--- src/rtl/rcv_seq.sv ---
// Receive sequencer: steers assembled SPI words into the receive FIFO
// and drives the external size counter for write and burst commands.
module rcv_seq (
  input  logic        clk,
  input  logic        rst_n,
  input  logic        cmd_vld,
  input  logic        cmd_wr,
  input  logic        cs_rise,
  input  logic        word_vld,
  input  logic [31:0] word_data,
  input  logic        fifo_full,
  input  logic        rcv_last,
  input  logic        rcv_done,
  input  logic [15:0] rcv_size,
  output logic        rcv_wr_d,
  output logic        rcv_bc_d,
  output logic        rcv_clr,
  output logic        rcv_nxt0,
  output logic        rcv_nxt1,
  output logic        rcv_nxtk,
  output logic        fifo_wr,
  output logic [31:0] fifo_wdata,
  output logic [3:0]  fifo_be,
  output logic        rcv_busy,
  output logic        rcv_cmplt,
  output logic        rcv_ovf
);

  typedef enum logic [2:0] {
    IDLE, LOAD, CHK, RECV, DONE
  } state_t;

  state_t state_q, state_d;
  logic   cmd_wr_q, cmd_wr_d;
  logic   first_q, first_d;
  logic   ovf_q, ovf_d;
  logic   abort;

  always_ff @(posedge clk or negedge rst_n) begin
    if (!rst_n) begin
      state_q  <= IDLE;
      cmd_wr_q <= 1'b0;
      first_q  <= 1'b1;
      ovf_q    <= 1'b0;
    end else begin
      state_q  <= state_d;
      cmd_wr_q <= cmd_wr_d;
      first_q  <= first_d;
      ovf_q    <= ovf_d;
    end
  end

  always_comb begin
    state_d   = state_q;
    cmd_wr_d  = cmd_wr_q;
    first_d   = first_q;
    ovf_d     = ovf_q;
    rcv_wr_d  = 1'b0;
    rcv_bc_d  = 1'b0;
    rcv_clr   = 1'b0;
    rcv_nxt0  = 1'b0;
    rcv_nxt1  = 1'b0;
    rcv_nxtk  = 1'b0;
    fifo_wr   = 1'b0;
    rcv_cmplt = 1'b0;
    rcv_busy  = (state_q != IDLE);
    abort     = cs_rise && (state_q != IDLE);
    unique case (state_q)
      IDLE: begin
        if (cmd_vld) begin
          state_d  = LOAD;
          cmd_wr_d = cmd_wr;
          ovf_d    = 1'b0;
          first_d  = 1'b1;
        end
      end
      LOAD: begin
        if (!abort) begin
          rcv_wr_d = cmd_wr_q;
          rcv_bc_d = !cmd_wr_q;
          state_d  = CHK;
        end
      end
      CHK: begin
        if (!abort) begin
          state_d = rcv_done ? DONE : RECV;
        end
      end
      RECV: begin
        if (!abort && word_vld) begin
          first_d = 1'b0;
          // Overflowed words still advance the count.
          if (fifo_full) begin
            rcv_nxtk = 1'b1;
            ovf_d    = 1'b1;
          end else begin
            fifo_wr  = 1'b1;
            rcv_nxt0 = first_q;
            rcv_nxt1 = !first_q;
          end
          if (rcv_last) begin
            state_d = DONE;
          end
        end
      end
      DONE: begin
        rcv_clr   = 1'b1;
        rcv_cmplt = !cs_rise;
        state_d   = IDLE;
      end
      default: state_d = IDLE;
    endcase
    if (abort) begin
      rcv_clr = 1'b1;
      state_d = IDLE;
    end
  end

  always_comb begin
    fifo_be    = 4'b0000;
    fifo_wdata = 32'd0;
    if (fifo_wr) begin
      fifo_wdata = word_data;
      fifo_be    = 4'b1111;
      if (rcv_last) begin
        case (rcv_size)
          16'd1:   fifo_be = 4'b0001;
          16'd2:   fifo_be = 4'b0011;
          16'd3:   fifo_be = 4'b0111;
          default: fifo_be = 4'b1111;
        endcase
      end
    end
  end

  assign rcv_ovf = ovf_q;

endmodule

--- config.mk ---
export PLATFORM = sky130hd
export DESIGN_NAME = rcv_seq
export DESIGN_NICKNAME = d
export VERILOG_FILES = /design/src/rtl/rcv_seq.sv
export SDC_FILE = /design/constraint.sdc
export NUM_CORES = 1
export LEC_CHECK = 0
export BUFFER_PORTS_ARGS = -buffer_cell sky130_fd_sc_hd__buf_2
export CAP_MARGIN = 15
export CORE_MARGIN = 3
export CORE_UTILIZATION = 32
export CTS_CLUSTER_SIZE = 10
export DETAILED_ROUTE_END_ITERATION = 16
export GPL_ROUTABILITY_DRIVEN = 0
export GPL_TIMING_DRIVEN = 0
export PLACE_DENSITY_LB_ADDON = 0.12
export SYNTH_ARGS = -nofsm -noshare
export SYNTH_HDL_FRONTEND = slang
export SYNTH_SLANG_ARGS = --single-unit
export TNS_END_PERCENT = 5
--- constraint.sdc ---
create_clock -name clk -period 2.2 [get_ports clk]
set_input_delay 0.33 -clock clk [delete_from_list [all_inputs] [get_ports clk]]
set_output_delay 0.33 -clock clk [all_outputs]
set_load 0.005 [all_outputs]
# After elaboration in Yosys (flattened, before gate mapping)
# Cells that the tools add are included.
# Widths: inputs -> output; s select.
# totals
input_bits	57
ram_bits	0
memories	0
word_cells	66
reg_bits	6
mem_bits_ro	0
output_inout_bits	46
latch_bits	0
# op_classes
n_mul	0
n_mux	36
n_eq_ne	13
bitwise_logic	0
reduce_logical	13
div	0
magnitude_cmp	0
shift	0
n_addsub	0
# op_table
cell	n
$eq 16x2->1 const B	2
$mux 32	1
$mux 1	24
$eq 16x1->1 const B	1
$mux 3	5
$pmux 3 s4	1
$pmux 4 s3	1
$ne 3x3->1 const B	3
$mux 4	2
$eq 3x2->1 const B	2
$ne 2x2->1 const B	3
$reduce_and 3->1	2
$logic_not 1->1	4
$pmux 1 s2	2
$reduce_and 4->1	1
$eq 3x1->1 const B	1
$eq 3x3->1 const B	1
$logic_not 3->1	1
$reduce_bool 3->1	1
$logic_and 1x1->1	2
$reduce_and 2->1	1
$reduce_bool 2->1	1

# Logic depth before layout (Yosys ltp)
# logic_depth
ltp_word	7
depth_mapped	5
depth_no_buf	4

# Worst setup path after synthesis
# No wires, ideal clock.
# synth_path
path_type	reg-to-output
start	register state_q[2]
end	output port fifo_wdata[22]
n_path_buf	1
t_required_ns	1.870
path_stages_with_launch	6
arrival_time_ns	1.152
setup_slack_ns	0.718
path_cell_list	dfrtp_1 > nor2b_2 > nand4_4 > inv_4 > buf_6 > and2_1
# synth_via
elab_chain_len	7
elab_cells_between_ends	8
classes_between	eq/ne: 1; mux: 3; reduce/logical: 4
# synth_lines
item	line	text
start, declared	33	state_t state_q, state_d;
start signal, assigned	46	state_q <= state_d;
$reduce_bool 3->1	67	abort = cs_rise && (state_q != IDLE);
$logic_and 1x1->1	67	
$logic_not 1->1	90	if (!abort && word_vld) begin
$logic_and 1x1->1	90	
$mux 1	90	
$mux 1 (*)	68	unique case (state_q)
named net fifo_wr	21	output logic fifo_wr,
$mux 32 (*)	122	if (fifo_wr) begin
end, declared	22	output logic [31:0] fifo_wdata,
# Mark *: on every way through the listed nets, which the timed path passes. The rest lies on a longest branch.

# Final worst setup path
# layout_path
start	register state_q[2]
end	output port fifo_wdata[24]
# layout_via
elab_chain_len	7
elab_cells_between_ends	8
classes_between	eq/ne: 1; mux: 3; reduce/logical: 4
# layout_lines
item	line
$reduce_bool 3->1	67
$logic_and 1x1->1	67
$logic_not 1->1	90
$logic_and 1x1->1	90
$mux 1	90
$mux 1 (*)	68
$mux 32 (*)	122
# Every way passes the cells marked *; elsewhere a longest branch is shown, timed or not.

==> flow_summary_export.csv <==
group,metric,value,unit
status,status,"finished, final reports clean",
setup_path,crit_required,1.87,ns
setup_path,critPathMaxStageDelay,0.45,ns
logic_synthesis,yosysWarnings,0,
logic_synthesis,syn_nets,146,
detailed_routing,drt-vias-per-instance,4.444,
detailed_routing,drt_iter0_drc,1,
timing,fin_hold_ws,0.3300,ns
logic_synthesis,synthCells,89,
detailed_routing,wl_per_cell,11.96,um
logic_synthesis,syn_area_per_cell,7.845,um2
timing,relSlewSlack,0.7063,
power_and_ir_drop,leakage,0.8043,nW
detailed_routing,ant_nets,0,
detailed_routing,routed_wl,2.667,mm
logic_synthesis,async_flop_share,1.000,
logic_synthesis,synth_xor_xnor_area_share,0.01254,
logic_synthesis,synthSimpleGateAreaFrac,0.5717,
timing,drv_slew,0,
logic_synthesis,yosysSeqAreaShare,0.2168,
min_path,holdPathStages,2,
logic_synthesis,synth-seq-cells,6,
die,ios,103,
logic_synthesis,syn-cell-area,698.2,um2
grt,grt_pass1_vias,852,
setup_path,crit_chain,"nor2b_2 -> nand4_4 -> inv_4 -> buf_6 -> and2_1 -> buf_2",
timing,hold_viol,0,
final_layout,final_net_count,254,
timing,tns,0,ns
setup_path,regToRegEndpoint,"cmd_wr_q",
grt,antenna_found_initial,0,
timing,clock.fmax,511.4,MHz
final_layout,diodes,0,
min_path,worstHoldStart,"cmd_wr",
setup_path,r2r_start,"state_q[1]",
die,die_height,52.71,um
setup_path,critical_path.max_fanout,11,
timing,fin_ws,0.2446,ns
placement,dp_slack,0.4877,ns
clock_network,cts_setup_buffers,0,
setup_path,cp_slowest_cell,"dfrtp_1",
flow_run,drv_cap,0,
clock_network,cts_tree,"yes",
logic_synthesis,synth-compound-area-share,0.08244,
grt,grt.overflow.total,0,
grt,grt_util_all_layers,0.1778,
clock_network,ctsHtreeMaxLevel,1,
setup_path,crit_path_start,"state_q[2]",
setup_path,rrSetupSlack,0.64,ns
min_path,hold_end,"cmd_wr_q",
clock_network,clock-root-buffer,"clkbuf_4",
logic_synthesis,synthMuxAreaShare,0.03226,
setup_path,cp.arrival,1.63,ns
clock_network,cts_made_buffers,3,
detailed_routing,drc,0,
timing,report.final.setup_viol,0,
timing,min_period_over_period,0.8888,
logic_synthesis,synth_edf_count,0,
die,die_x,52.71,um
logic_synthesis,synth_top_family_by_area,"simple AND/OR/NAND/NOR gates",
setup_path,worst_setup_path_start_kind,"flop",
die,start_util,0.3453,
logic_synthesis,synthFlopType,"dfrtp_1",
final_layout,fin_cells,223,
clock_network,insertion_delay,0.25,ns
setup_path,end_kind,"primary output",
placement,io_buffers,102,
power_and_ir_drop,report.power.total,427.4,uW
power_and_ir_drop,ir_worst_vdd,456.3,uV
grt,grt_max_degree,12,
logic_synthesis,synthAdderAreaFrac,0,
grt,grt_pass1_wl,3.788,mm
timing,rsz0062_at_grt,"false",
timing,clock_skew,0.009516,ns
die,core,0.002022,mm2
final_layout,synthToLayoutAreaGrowth,83.15,%
die,fp-row-count,16,
detailed_routing,vias,991,
final_layout,drive_above_1_share,0.5969,
setup_path,r2r_cells,3,
setup_path,critPathKind,"flop to primary output",
final_layout,mostFrequentLayoutCells,"buf_2, and2_1, nor2_1, dfrtp_1",
timing,worst_slew_pin_slew,0.4396,ns
placement,dpl.hpwl,2.367,mm
power_and_ir_drop,power_density,334.3,mW/mm2
placement,dp.cells,218,
logic_synthesis,synth_cell_types,31,
die,die-area,0.002778,mm2
min_path,hold_class,"input port to flop",
detailed_routing,dr.pass1.iters,3,
clock_network,clk_pin_slew,0.05,ns
clock_network,cts.sinks,6,
clock_network,clockBufferDepth,2,
final_layout,mostFrequentLayoutCell,"buf_2",
timing,layout_min_cycle_time,1.955,ns
[power by group]
group          total, mW  internal [mW]  switching [mW]  leakage, nW
Clock              0.110         0.0688          0.0413       0.0150
Sequential         0.146          0.129          0.0169       0.0758
Combinational      0.171         0.0967          0.0745        0.714
[synthesized netlist by cell type (3+ instances only)]
cell type,n,share of area
nor2b_1,3,0.027
and2_1,33,0.30
a21oi_1,3,0.021
nand2_1,3,0.016
buf_6,3,0.048
nor3b_1,3,0.032
dfrtp_1,5,0.18
nor2_1,6,0.032
[sequential cells by signal, summed over array words and instances (netlist names)]
register and count:
rcv_ovf 1, cmd_wr_q 1, first_q 1, state_q 3
[cell families after synthesis]
kind of cell / Yosys count
compound gates: 9
flops: 6
mux: 2
xor+xnor: 1
simple gates: 63
buf+inv: 8
[metrics by stage]
stage,util,instance area (um2)
3_3_place_gp,0.6145,1242
6_report,0.6324,1279
4_1_cts,0.6324,1279
3_5_place_dp,0.6145,1242
5_1_grt,0.6324,1279
2_1_floorplan,-,698.2
[worst max-delay path, delay by kind of cell (launching register included)]
| family | cells | cell delay, ns |
|---|---|---|
| AND/OR/NAND/NOR | 3 | 0.57 |
| flip-flops | 1 | 0.45 |
| buffers and inverters | 3 | 0.36 |
[routing by layer]
| layer | vias to the layer above | GRT usage | wire length (um) |
|---|---|---|---|
| li1 | 512 | - | - |
| met1 | 433 | 0.1789 | 911 |
| met2 | 44 | 0.3471 | 1456 |
| met3 | 2 | 0.03704 | 274 |
| met4 | 0 | 0.06809 | 24 |
| met5 | - | 0 | 0 |
[layout make-up]
cell class | instances | area (um2)
multi-input cells | 75 | 488.0
well taps | 27 | 33.78
fillers | 188 | 743.2
repair buffers | 103 | 520.5
clock buffers | 4 | 26.28
inverters | 3 | 13.76
plain buffers | 5 | 45.04
flip-flops and latches | 6 | 151.4
[worst max-delay path by stage]
stage | endpoint | slack, ns | cells past startpoint
finish | fifo_wdata[24] | 0.24 | 6
floorplan | fifo_wdata[22] | 0.72 | 5
global route | fifo_wdata[24] | 0.09 | 6
global placement | fifo_wdata[26] | 0.52 | 7
detailed placement | fifo_wdata[24] | 0.49 | 7
CTS | fifo_wdata[24] | 0.23 | 6
[timing repair]
item	4_1_cts	5_1_grt
setup endpoints to repair	0	0
resized for setup	0	0
hold endpoints to repair	5	0
hold buffers	1	0
No activity file was read; power rests on OpenSTA's default activity.
